<file path="config.mk">
export PLATFORM = sky130hd
export DESIGN_NAME = spi_word_rx
export DESIGN_NICKNAME = d
export VERILOG_FILES = /design/src/rtl/spi_word_rx_pkg.sv /design/src/rtl/spi_word_rx_sync_edge.sv /design/src/rtl/spi_word_rx.sv
export SDC_FILE = /design/constraint.sdc
export NUM_CORES = 1
export LEC_CHECK = 0
export CAP_MARGIN = 20
export CORE_MARGIN = 2
export CORE_UTILIZATION = 58
export DETAILED_ROUTE_END_ITERATION = 10
export PLACE_DENSITY_LB_ADDON = 0.25
export SKIP_LAST_GASP = 1
export SYNTH_ARGS = -nofsm -noshare
export SYNTH_HDL_FRONTEND = slang
export SYNTH_SLANG_ARGS = --single-unit
</file>
<file path="constraint.sdc">
create_clock -name i_Clock -period 3.5 [get_ports i_Clock]
set_input_delay 0.7 -clock i_Clock [delete_from_list [all_inputs] [get_ports i_Clock]]
set_output_delay 0.7 -clock i_Clock [all_outputs]
set_load 0.03 [all_outputs]
</file>
<file path="src/rtl/spi_word_rx_pkg.sv">
// Shared definitions for the SPI word receive path and its DAC transmit sibling.
package spi_word_rx_pkg;

  // Word width used on both the host-to-FPGA and FPGA-to-DAC SPI links.
  localparam int SPI_WORD_WIDTH = 24;

  // Receiver frame state.
  typedef enum logic [1:0] {
    sm_wait_idle = 2'd0,
    sm_idle      = 2'd1,
    sm_receiving = 2'd2
  } rx_state_t;

endpackage

</file>
<file path="src/rtl/spi_word_rx_sync_edge.sv">
// 1-bit synchroniser chain plus history flop; gives synced level and edges.
// Flops reset to 1 so idle-high CS/SCK lines do not produce a false edge.
module sync_edge_detect #(
  parameter int STAGES = 2
) (
  input  logic clk,
  input  logic rst,
  input  logic d,
  output logic level,
  output logic rise,
  output logic fall
);

  logic [STAGES-1:0] sync;
  logic              hist;

  // Shift the asynchronous input through the chain, then into history.
  always_ff @(posedge clk) begin
    if (rst) begin
      sync <= '1;
      hist <= 1'b1;
    end else begin
      sync <= {sync[STAGES-2:0], d};
      hist <= sync[STAGES-1];
    end
  end

  assign level = sync[STAGES-1];
  assign rise  = level & ~hist;
  assign fall  = ~level & hist;

endmodule

</file>
<file path="src/rtl/spi_word_rx.sv">
// SPI slave word receiver: oversamples CS/SCK/MOSI, shifts MSB first on SCK
// falls and reports each CS-delimited frame as a valid word or a frame error.
module spi_word_rx
  import spi_word_rx_pkg::*;
#(
  parameter int DATA_WIDTH  = SPI_WORD_WIDTH,
  parameter int SYNC_STAGES = 2
) (
  input  logic                  i_Clock,
  input  logic                  i_Reset,
  input  logic                  i_SPI_CS,
  input  logic                  i_SPI_Clock,
  input  logic                  i_SPI_Data,
  output logic [DATA_WIDTH-1:0] o_Data,
  output logic                  o_Data_Valid,
  output logic                  o_Frame_Error,
  output logic                  o_Busy
);

  localparam int              CW       = $clog2(DATA_WIDTH + 2);
  localparam logic [CW-1:0]   CNT_FULL = CW'(DATA_WIDTH);
  localparam logic [CW-1:0]   CNT_SAT  = CW'(DATA_WIDTH + 1);

  logic cs_level, cs_rise, cs_fall;
  logic sck_level, sck_rise, sck_fall;
  logic mosi_level, mosi_rise, mosi_fall;
  logic unused_edges;

  sync_edge_detect #(.STAGES(SYNC_STAGES)) u_cs (
    .clk(i_Clock), .rst(i_Reset), .d(i_SPI_CS),
    .level(cs_level), .rise(cs_rise), .fall(cs_fall)
  );

  sync_edge_detect #(.STAGES(SYNC_STAGES)) u_sck (
    .clk(i_Clock), .rst(i_Reset), .d(i_SPI_Clock),
    .level(sck_level), .rise(sck_rise), .fall(sck_fall)
  );

  // MOSI only needs the matching delay so it lines up with the SCK fall.
  sync_edge_detect #(.STAGES(SYNC_STAGES)) u_mosi (
    .clk(i_Clock), .rst(i_Reset), .d(i_SPI_Data),
    .level(mosi_level), .rise(mosi_rise), .fall(mosi_fall)
  );

  assign unused_edges = &{1'b0, sck_level, sck_rise, mosi_rise, mosi_fall};

  // Marks when the CS synchroniser holds a sample taken after reset, so
  // the reset-value 1s are not mistaken for an idle bus.
  logic [SYNC_STAGES:0] vld_pipe;

  always_ff @(posedge i_Clock) begin
    if (i_Reset) vld_pipe <= '0;
    else         vld_pipe <= {vld_pipe[SYNC_STAGES-1:0], 1'b1};
  end

  rx_state_t             state;
  logic [DATA_WIDTH-1:0] shift;
  logic [CW-1:0]         cnt;

  // Frame FSM with registered word, strobes and busy flag.
  always_ff @(posedge i_Clock) begin
    if (i_Reset) begin
      state         <= sm_wait_idle;
      shift         <= '0;
      cnt           <= '0;
      o_Data        <= '0;
      o_Data_Valid  <= 1'b0;
      o_Frame_Error <= 1'b0;
      o_Busy        <= 1'b0;
    end else begin
      o_Data_Valid  <= 1'b0;
      o_Frame_Error <= 1'b0;
      case (state)
        sm_wait_idle: begin
          if (vld_pipe[SYNC_STAGES] && cs_level) state <= sm_idle;
        end
        sm_idle: begin
          if (cs_fall) begin
            shift  <= '0;
            cnt    <= '0;
            o_Busy <= 1'b1;
            state  <= sm_receiving;
          end
        end
        sm_receiving: begin
          // CS rise wins over an SCK fall in the same cycle.
          if (cs_rise) begin
            if (cnt == CNT_FULL) begin
              o_Data       <= shift;
              o_Data_Valid <= 1'b1;
            end else begin
              o_Frame_Error <= 1'b1;
            end
            o_Busy <= 1'b0;
            state  <= sm_idle;
          end else if (sck_fall) begin
            shift <= {shift[DATA_WIDTH-2:0], mosi_level};
            if (cnt != CNT_SAT) cnt <= cnt + 1'b1;
          end
        end
        default: state <= sm_wait_idle;
      endcase
    end
  end

endmodule

</file>
### After elaboration in Yosys (flattened, before gate mapping)

Cells that the tools add are included.
W data, S select, Z words.

* flip-flop bits (word level): 69
* latch bits: 0
* memory bits (writable): 0
* bits in read-only memories: 0
* input port bits: 5
* output and inout bits: 27
* word-level logic and storage cells: 61
* memories: 0

* $add $sub $neg: 1
* multipliers: 0
* div/mod/pow operators: 0
* magnitude comparators: 0
* equal/unequal tests: 10
* shifts and indexed selects: 0
* muxes and demuxes: 19
* bitwise operators: 8
* reduce and logical (&&, ||, !) cells: 9

Operator list (number)
* $mux W24: 3
* $pmux W24 S2: 1
* $mux W5: 4
* $ne A2 B2 Y1 const B: 6
* $pmux W5 S2: 1
* $reduce_and A3 Y1: 3
* $mux W2: 3
* $pmux W2 S3: 1
* $add A5 B1 Y5 const B: 1
* $eq A5 B5 Y1 const B: 1
* $mux W1: 5
* $ne A5 B5 Y1 const B: 1
* $not A1 Y1: 5
* $reduce_and A5 Y1: 1
* $reduce_and A4 Y1: 1
* $and A1 B1 Y1: 3
* $reduce_or A3 Y1: 1
* $eq A2 B1 Y1 const B: 1
* $eq A2 B2 Y1 const B: 1
* $logic_not A2 Y1: 1
* $pmux W1 S2: 1
* $reduce_bool A2 Y1: 1
* $logic_and A1 B1 Y1: 1

### Logic depth before layout (Yosys ltp)

Gate-level depths: netlist (run 1).

* depth after elaboration: 5
* gate-level depth with buffers: 8
* depth with buffers taken out: 6

### Modules after synthesis

From an unflattened synthesis (run 1), not the netlist that was laid out.

* cell total of the unflattened synthesis: 307
* area, all modules: 2657.5 um^2

By module, submodules not included
* spi_word_rx: instances 1, cells an instance 283, area each 2379.8 um^2, seq. area each 1221.2 um^2
* sync_edge_detect: instances 3, cells an instance 8, area each 92.6 um^2, seq. area each 60.1 um^2

### Worst setup path before layout (run 1)

No wires, ideal clock.

* path kind: register -> register
* start point: register cnt[0]
* end point: register o_Data[10]
* library setup time: 0.132 ns
* arrival: 1.441 ns
* data required time: 3.368 ns
* setup slack: 1.926 ns
* cell stages (with the launch flop): 9
* path buffers: 2
* period minus slack after synthesis: 1.574 ns
* cell sequence: dfxtp_1 inv_1 ha_1 nand4b_1 or3_1 buf_2 buf_6 nand2_1 a21oi_1

* word-level cells in the longest chain between the ends: 2

Ends and longest elaborated chain
* start, declared: RTL line spi_word_rx.sv:58 `logic [CW-1:0] cnt;`
* start signal, assigned: RTL line spi_word_rx.sv:98 `if (cnt != CNT_SAT) cnt <= cnt + 1'b1;`
* $eq A5 B5 Y1: RTL line spi_word_rx.sv:88 `if (cnt == CNT_FULL) begin`
* $reduce_and A3 Y1 (no line)
* end signal, assigned: RTL line spi_word_rx.sv:89 `o_Data <= shift;`
* end, declared: RTL line spi_word_rx.sv:14 `output logic [DATA_WIDTH-1:0] o_Data,`

Every way passes these cells.
A chain may end at the register's enable or synchronous reset.

### Final worst setup path (run 1)

* start point: register o_Busy
* end point: output port o_Busy

RTL lines
* start, declared: RTL line spi_word_rx.sv:17 `output logic o_Busy`
* start signal, assigned: RTL line spi_word_rx.sv:69 `o_Busy <= 1'b0;`
* start signal, assigned: RTL line spi_word_rx.sv:81 `o_Busy <= 1'b1;`
* start signal, assigned: RTL line spi_word_rx.sv:94 `o_Busy <= 1'b0;`

No word-level cell between the ends.

==> results of run 1 <==
area by class of cell:
type	instances	area [sq um]	share of cell area [%]
Clock inverter	5	50.0	1.66
Tap cell	52	65.1	2.15
Clock buffer	11	141	4.68
Timing Repair Buffer	34	328	10.9
Inverter	4	15.0	0.497
Multi-Input combinational cell	205	1040	34.4
Sequential cell	69	1380	45.8
layer usage:
layer / track usage [%] / share of wire [%] / wire (um) / vias to the layer above
li1: - / - / - / 1051
met1: 26.4 / 48 / 2290 / 939
met2: 34.1 / 47 / 2250 / 40
met3: 6.20 / 3.6 / 170 / 8
met4: 10.3 / 1.7 / 80 / 0
met5: 0 / 0 / 0 / -
power breakdown:
group	switching (W)	total, W	internal, W
clock network	0.000274	0.000617	0.000344
logic	0.0000227	0.0000361	0.0000134
registers	0.00000401	0.000797	0.000792
total	0.000301	0.00145	0.00115
per-stage QoR:
stage               instance area, sq um  util [%]  cells  hold slack, ns  worst slack, ns
floorplan                           2540         -    300           0.389             1.93
global placement                    2830      65.9    364           0.392             1.51
detailed placement                  2830      65.9    364           0.394             1.49
CTS                                 3020      70.3    380           0.409             1.42
global route                        3020      70.3    380           0.418             1.22
finish                              3020      70.3    380           0.408             1.44
cell families after synthesis:
logic type	synth area share, %
and+or+nand+nor	26.4
AOI/OAI and AO/OA	13.0
buffers and inverters	4.82
DFF	54.3
adders and majority gates	1.48
state kept, by name (all words and copies together), names as in the netlist, 2 cells and up:
register     flops
u_mosi.sync      2
cnt              5
u_cs.sync        2
shift           24
vld_pipe         3
u_sck.sync       2
state            2
o_Data          24
worst reg2reg max path, delay by kind of cell (launching register included):
family | cells | cell delay [ns]
and+or+nand+nor | 2 | 1.01
AOI/OAI and AO/OA | 2 | 0.49
DFF | 1 | 0.39
worst min path at each step:
| stage | start | to | slack (ns) | cells after the start |
|---|---|---|---|---|
| after floorplan | u_cs.sync[0] | u_cs.sync[1] | 0.39 | 1 |
| after global placement | u_cs.sync[0] | u_cs.sync[1] | 0.39 | 1 |
| after detailed placement | u_sck.sync[0] | u_sck.sync[1] | 0.39 | 1 |
| after CTS | u_sck.sync[0] | u_sck.sync[1] | 0.41 | 1 |
| after global routing | u_sck.sync[0] | u_sck.sync[1] | 0.42 | 1 |
| final | u_sck.sync[0] | u_sck.sync[1] | 0.41 | 1 |
cell usage in the layout, fill, tap and decap left out, types with 3 or more instances in the layout:
cell             instances
nand2_1                 74
buf_4                    3
dfxtp_1                 69
nor2b_1                  5
nand3_1                 30
clkdlybuf4s50_1         30
a21oi_1                 54
clkinv_2                 4
or2_2                    8
clkbuf_8                10
nand2b_1                 4
ha_1                     3
inv_1                    4
o21ai_0                  3
nor2_1                   3
==> summary.md, run 1 <==
| Metric | Value |
|---|---|
| R2r endpoint | `cnt[0]` |
| Cells along the critical path | `clkdlybuf4s50_1` |
| Vias in the first global route | `1931` |
| R2R Path Start | `state[1]` |
| R2R depth | `4` |
| Warnings, synthesis | `0` |
| IO Pins | `32` |
| PnR Total Power | `0.00145 W` |
| Startpoint type of the worst setup path | `flop` |
| Crit path from | `o_Busy` |
| Synthesized instance count | `300` |
| Synth area leaders | `dfxtp_1, nand2_1, a21oi_1` |
| CP Class | `flop to output port` |
| # H-tree levels | `3` |
| Syn avg cell area | `8.47 sq um` |
| Synth-to-Final Area Change | `18.8%` |
| Clock buffer count from CTS | `9` |
| Cts repair resizes | `0` |
| Top post-synthesis cells by count | `nand2_1, dfxtp_1, a21oi_1, nand3_1, clkbuf_1` |
| Initial antenna violation count | `0` |
| Fill cell count | `372` |
| Synth Register Bits | `69` |
| Worst Setup End Kind | `output port` |
| Worst Tran Pin Value | `0.979 ns` |
| Status | `completed` |
| Critical path peak fanout | `3` |
| Worst Path Required | `2.80 ns` |
| RSZ-0062 raised after global routing | `no` |
| Max Cap Viol | `0` |
| Final slew viol count | `0` |
| Leak | `0.978 nW` |
| EDFF count, synth | `0` |
| Clk sinks | `69` |
| Chip Width | `70.2 um` |
| Core area | `0.00429 sq mm` |
| Layout cell share with drive strength beyond 1 | `9.15%` |
| Crit path time final | `2.06 ns` |
| Drt pass-1 iters | `4` |
| HPWL after DPL | `2.91 mm` |
| CP max stage delay | `0.68 ns` |
| Buf/Inv on CP | `1` |
| Flop2flop setup slack | `1.46 ns` |
| CP Data Arrival Time | `1.36 ns` |
| Area of the die | `0.00493 sq mm` |
| Vias | `2038` |
| Clock Skew | `0.00575 ns` |
| Maximum vdd drop | `364 uV` |
| Final antenna diode count | `0` |
| Post-synthesis cell type count | `32` |
| Largest net degree at the start of global routing | `47` |
| Sequential share of the synthesized area | `54.3%` |
| CP Capture Point | `o_Busy` |
| Routed WL | `4.79 mm` |
| Via density | `5.36` |
| Critical path's top delay family | `buffers and inverters` |
| Post-Syn Area | `0.00254 sq mm` |
| Post-route setup TNS | `0 ns` |
| Fraction of registers with async set/reset | `0%` |
| Power Dens Cells | `480 mW/mm^2` |
| First-pass GRT wire length | `8.29 mm` |
| Largest area contributor in the netlist | `dfxtp_1` |
| Max Root-Sink Buffers | `2` |
| Worst-path clk slew | `0.06 ns` |
| Synth Net Count | `308` |
| Port Buffers | `31` |
| Final number of hold-violating endpoints | `0` |
| Final Cycle Share | `58.8%` |
| Worst min-delay path class | `flop to flop` |
| Overflow after GRT | `0` |
| Slowest cell on crit path | `clkdlybuf4s50_1` |
| Count of hold-fix buffers inserted at cts | `0` |
| Die Span Y | `70.2 um` |
| Initial Utilization | `59.2%` |
| # rows | `24` |
| WL per Instance | `12.6 um` |
| WP depth | `1` |
| Final setup violating endpoints | `0` |
| Setup bufs post-CTS | `0` |
| Cell with the most instances after synthesis | `nand2_1` |
| Root Buffer | `clkbuf_8` |
| Ys flop type | `dfxtp_1` |
| Synth top area share | `54.3%` |
| Fmax | `0.486 GHz` |
| DRC | `0` |
| Clock Latency Late Sink | `0.33 ns` |
| Headroom to the max-slew limit | `34.5%` |
| Routability-driven placement congestion ratio | `0.898` |
| Detail Route Antenna Nets | `0` |
| Nets@finish | `331` |
| CTS tree | `yes` |
| DR iter-0 viols | `166` |
| Total GRT Usage | `21.3%` |
No activity file was read; power rests on OpenSTA's default activity.
==> inputs of run 2 (changes only) <==
- CORE_UTILIZATION: 58 -> 49
- clock period: 3.5 -> 1.8 ns (I/O delays scaled with it)
==> run 2 against run 1 <==
Setup slack got worse by 1.4 ns. Sequential share of layout area decreased by 1.5 points. Clock-buffer cell count increased by 3. Utilization decreased by 8.4 points. Worst hold slack improved by 0.0015 ns. Die area increased by 17%. Clock power increased by 99%. Cell count increased by 6.8%. Global-route usage decreased by 2.8 points. Critical path type unchanged. Register-to-register slack got worse by 1.3 ns. Routed wire length increased by 2.3%.
==> summary.md, run 2 (synthesis gave the netlist of run 1 again) <==
| Metric | Value |
|---|---|
| Status | `completed` |
| Crit path time final | `1.74 ns` |
| Overflow after GRT | `0 (unchanged)` |
| Max Cap Viol | `0 (unchanged)` |
| Final setup violating endpoints | `0 (unchanged)` |
| CP max stage delay | `0.69 ns (about the same)` |
| Power Dens Cells | `911 mW/mm^2 (+90%)` |
| Die Span Y | `76.0 um (+8.3%)` |
| Clock buffer count from CTS | `9 (unchanged)` |
| RSZ-0062 raised after global routing | `no` |
| Port Buffers | `31 (unchanged)` |
| Commonest non-fill, non-tap cell in the layout | `nand2_1` |
| Final slew viol count | `0 (unchanged)` |
| DRC | `0 (unchanged)` |
| Layout cell share with drive strength beyond 1 | `10.7% (+1.6 points)` |
| IO Pins | `32 (unchanged)` |
| Final Cycle Share | `96.6%` |
| HPWL after DPL | `3.18 mm (+9.1%)` |
| Routability-driven placement congestion ratio | `0.793 (-12%)` |
| Fill cell count | `456 (+23%)` |
| Worst Setup End Kind | `output port` |
| Commonest cells after routing, fill and taps aside | `nand2_1, dfxtp_1, a21oi_1` |
| Final number of hold-violating endpoints | `0 (unchanged)` |
| Clock Skew | `0.00519 ns (-0.000560 ns)` |
| Critical path peak fanout | `2 (-1)` |
| Root Buffer | `clkbuf_8` |
| Leak | `1.02 nW (+4.5%)` |
| Worst Path Required | `1.44 ns (-1.36 ns)` |
| Via density | `5.15 (-4.0%)` |
| Vias | `2090 (+2.6%)` |
| Clock Latency Late Sink | `0.33 ns (about the same)` |
| Initial antenna violation count | `0 (unchanged)` |
| Core area | `0.00504 sq mm (+17%)` |
| Place WS | `0.211 ns (-1.28 ns)` |
| Detail Route Antenna Nets | `0 (unchanged)` |
| Setup bufs post-CTS | `0 (unchanged)` |
| Count of hold-fix buffers inserted at cts | `0 (unchanged)` |
| Maximum vdd drop | `565 uV (+55%)` |
| Buf/Inv on CP | `1 (unchanged)` |
| Final antenna diode count | `0 (unchanged)` |
| Slowest cell on crit path | `clkdlybuf4s50_1` |
| Worst-path clk slew | `0.06 ns (about the same)` |
| Placed cells | `391 (+7.4%)` |
| Vias in the first global route | `1947 (+0.83%)` |
| Routed WL | `4.90 mm (+2.3%)` |
| Fmax | `0.575 GHz` |
| Max Root-Sink Buffers | `2 (unchanged)` |
| Critical path's top delay family | `buffers and inverters` |
| Worst min-delay path class | `flop to flop` |
| Initial Utilization | `50.4% (-8.8 points)` |
| Chip Width | `76.0 um (+8.3%)` |
| # rows | `26 (+8.3%)` |
| CP Class | `flop to output port` |
| Largest regs | `o_Data: 24 flops, shift: 24 flops, cnt: 5 flops` |
| Synth-to-Final Area Change | `22.8%` |
| Cts repair resizes | `0 (unchanged)` |
| Startpoint type of the worst setup path | `flop` |
| Post-DP Area | `0.00293 sq mm (+3.6%)` |
| CTS tree | `yes` |
| Drt pass-1 iters | `4 (unchanged)` |
| Clk sinks | `69 (unchanged)` |
| CP Data Arrival Time | `1.38 ns (+0.02 ns)` |
| Reg area | `0.00138 sq mm (unchanged)` |
| First-pass GRT wire length | `8.65 mm (+4.3%)` |
| Cells along the critical path | `clkdlybuf4s50_1` |
| WL per Instance | `12.1 um (-4.2%)` |
| Fin area | `0.00312 sq mm (+3.4%)` |
| Largest net degree at the start of global routing | `31 (-34%)` |
| Headroom to the max-slew limit | `68.8% (+34 points)` |
| Final setup margin | `0.0606 ns (-1.38 ns)` |
| Nets@finish | `340 (+2.7%)` |
| Post-route setup TNS | `0 ns (unchanged)` |
| DR iter-0 viols | `122 (-27%)` |
| Total GRT Usage | `18.5% (-2.8 points)` |
| Post-route insts no fill | `406 (+6.8%)` |
| # H-tree levels | `3 (unchanged)` |
| Area taken by multi-input logic gates | `0.00104 sq mm (unchanged)` |
| Area of the die | `0.00578 sq mm (+17%)` |
| Worst Tran Pin Value | `0.468 ns (-0.512 ns)` |
-- run 2: changes by cell type in the layout (fill, tap and decap cells not counted), sizes merged --
| cell | previous run | this run |
|---|---|---|
| clkinv | 4 | 0 |
| clkbuf | 11 | 14 |
| buf | 4 | 13 |
-- run 2: final cells by class --
cell class,count,share of cell area (%)
Clock buffer,14,5.21
Clock inverter,1,0.962
Inverter,4,0.481
Multi-Input combinational cell,205,33.3
Sequential cell,69,44.2
Tap cell,70,2.80
Timing Repair Buffer,43,13.1
-- run 2: path summary, 6_finish.rpt --
path | start | end | slack [ns] | depth (start not counted)
setup / recovery | o_Data[10] | o_Data[10] | 0.06 | 1
hold / removal | u_sck.sync[0] | u_sck.sync[1] | 0.41 | 1
setup reg to reg | cnt[1] | o_Data[7] | 0.20 | 8
hold reg to reg | u_sck.sync[0] | u_sck.sync[1] | 0.41 | 1
-- run 2: routing by layer --
| metal | GRT usage [%] | wire length, um |
|---|---|---|
| met3 | 4.98 | 249 |
| met1 | 24.0 | 2260 |
| met5 | 0 | 0 |
| met2 | 28.8 | 2330 |
| met4 | 8.73 | 66 |
-- run 2: stage by stage --
stage / power, W / hold WS [ns] / utilization, %
2_1_floorplan: 0.00163 / 0.389 / -
3_5_place_dp: 0.00165 / 0.396 / 58.1
3_3_place_gp: 0.00165 / 0.392 / 58.1
4_1_cts: 0.00289 / 0.402 / 61.9
5_1_grt: 0.00297 / 0.420 / 61.9
6_report: 0.00285 / 0.410 / 61.9
-- run 2: where the power goes --
group           total, W  internal, W  leakage [nW]  switching [W]
registers        0.00155      0.00154         0.558     0.00000763
logic          0.0000702    0.0000278         0.367      0.0000424
clock network    0.00123     0.000710        0.0968       0.000517
==> inputs of run 3 (changes only) <==
- MAX_ROUTING_LAYER: unset -> met4
==> run 3 against run 2 <==
First-iteration DRC count rose by 5.7%. Setup slack improved by 0.011 ns. Clock skew barely moved. Sequential cell count did not move. Clock-buffer cell count did not move. Critical path type unchanged.
==> summary.md, run 3 (synthesis gave the netlist of run 1 again) <==
| Metric | Value |
|---|---|
| Status | `completed` |
| Vias in the first global route | `1947 (unchanged)` |
| Largest regs | `o_Data: 24 flops, shift: 24 flops, cnt: 5 flops` |
| Slowest cell on crit path | `clkdlybuf4s50_1` |
| Hold path depth | `1 (unchanged)` |
| Final setup violating endpoints | `0 (unchanged)` |
| Area of the die | `0.00578 sq mm (unchanged)` |
| Max Root-Sink Buffers | `2 (unchanged)` |
| Worst min-delay path class | `flop to flop` |
| Worst Path Required | `1.44 ns (about the same)` |
| Clock Skew | `0.00491 ns (-0.000283 ns)` |
| CP Data Arrival Time | `1.37 ns (about the same)` |
| Critical path peak fanout | `2 (unchanged)` |
| Buf/Inv on CP | `1 (unchanged)` |
| Largest net degree at the start of global routing | `31 (unchanged)` |
| Clock Latency Late Sink | `0.33 ns (about the same)` |
| # H-tree levels | `3 (unchanged)` |
| RSZ-0062 raised after global routing | `no` |
| Routability-driven placement congestion ratio | `0.805 (+1.4%)` |
| Commonest non-fill, non-tap cell in the layout | `nand2_1` |
| Chip Width | `76.0 um (unchanged)` |
| Cts repair resizes | `0 (unchanged)` |
| Core area | `0.00504 sq mm (unchanged)` |
| Busiest grt layer | `met2` |
| Critical path's top delay family | `buffers and inverters` |
| CP Class | `flop to output port` |
| CTS tree | `yes` |
| Crit path time final | `1.73 ns (-0.0109 ns)` |
| First-pass GRT wire length | `8.64 mm (-0.16%)` |
| Count of hold-fix buffers inserted at cts | `0 (unchanged)` |
| # rows | `26 (unchanged)` |
| Nets@finish | `340 (unchanged)` |
| DR iter-0 viols | `129 (+5.7%)` |
| Initial Utilization | `50.4% (unchanged)` |
| Final number of hold-violating endpoints | `0 (unchanged)` |
| HPWL after DPL | `3.18 mm (unchanged)` |
| Overflow after GRT | `0 (unchanged)` |
| Power Dens Cells | `912 mW/mm^2 (about the same)` |
| Worst Tran Pin Value | `0.468 ns (-0.000107 ns)` |
| Detail Route Antenna Nets | `0 (unchanged)` |
| Maximum vdd drop | `565 uV (-0.11%)` |
| GRT met2 Usage | `28.8% (unchanged)` |
| Commonest cells after routing, fill and taps aside | `nand2_1, dfxtp_1, a21oi_1` |
| Headroom to the max-slew limit | `68.8% (about the same)` |
| Via density | `5.15 (unchanged)` |
| Synth-to-Final Area Change | `22.8% (unchanged)` |
| Vias | `2090 (unchanged)` |
| Setup bufs post-CTS | `0 (unchanged)` |
| Startpoint type of the worst setup path | `flop` |
| Routed WL | `4.88 mm (-0.39%)` |
| Fill cell count | `456 (unchanged)` |
| Drt pass-1 iters | `4 (unchanged)` |
| Leak | `1.02 nW (unchanged)` |
| Final Cycle Share | `96.0% (-0.61 points)` |
| R2R depth | `8 (unchanged)` |
| Root Buffer | `clkbuf_8` |
| Initial antenna violation count | `0 (unchanged)` |
| PnR Total Power | `0.00285 W (about the same)` |
| Layout cell share with drive strength beyond 1 | `10.7% (unchanged)` |
| Cells along the critical path | `clkdlybuf4s50_1` |
| WP depth | `1 (unchanged)` |
| Port Buffers | `31 (unchanged)` |
| Worst Setup End Kind | `output port` |
| DRC | `0 (unchanged)` |
| Final slew viol count | `0 (unchanged)` |
| Final antenna diode count | `0 (unchanged)` |
| WL per Instance | `12.0 um (-0.39%)` |
| Worst-path clk slew | `0.06 ns (about the same)` |
| Max Cap Viol | `0 (unchanged)` |
| IO Pins | `32 (unchanged)` |
| Clk sinks | `69 (unchanged)` |
| Total GRT Usage | `19.0% (+0.53 points)` |
| Post-route setup TNS | `0 ns (unchanged)` |
| Die Span Y | `76.0 um (unchanged)` |
| Clock buffer count from CTS | `9 (unchanged)` |
| GR met3 Demand/Resource | `4.98% (unchanged)` |
| Fmax | `0.579 GHz (+0.63%)` |
| Met1 Usage GRT | `24.0% (unchanged)` |
| CP max stage delay | `0.68 ns (about the same)` |
run 3: cell type report:
type / count / area, sq um / share of cell area [%]
Tap cell: 70 / 87.6 / 2.80
Clock buffer: 14 / 163 / 5.21
Clock inverter: 1 / 30.0 / 0.962
Multi-Input combinational cell: 205 / 1040 / 33.3
Sequential cell: 69 / 1380 / 44.2
Inverter: 4 / 15.0 / 0.481
Timing Repair Buffer: 43 / 408 / 13.1
run 3: where the power goes:
| group | switching [W] | internal (W) |
|---|---|---|
| Sequential | 0.00000763 | 0.00154 |
| Clock | 0.000517 | 0.000710 |
| Combinational | 0.0000425 | 0.0000278 |
run 3: path summary, 6_finish.rpt:
check / startpoint / slack, ns / end
worst min-delay path: u_sck.sync[0] / 0.41 / u_sck.sync[1]
worst max-delay path: o_Data[10] / 0.07 / o_Data[10]
worst min register to register: u_sck.sync[0] / 0.41 / u_sck.sync[1]
worst max register to register: cnt[1] / 0.20 / o_Data[9]
run 3: routing by layer:
metal	vias up	share of wire, %
li1	1071	-
met1	966	46
met2	46	48
met3	7	4.5
met4	0	1.4
met5	-	0
run 3: metrics by stage:
step           instances  instance area [sq um]  utilization [%]  setup WS [ns]  hold slack (ns)
6_report             406                   3120             61.9         0.0715            0.410
3_3_place_gp         391                   2930             58.1          0.276            0.392
2_1_floorplan        300                   2540                -          0.226            0.389
4_1_cts              406                   3120             61.9         0.0402            0.402
5_1_grt              406                   3120             61.9         0.0242            0.420
3_5_place_dp         391                   2930             58.1          0.211            0.396
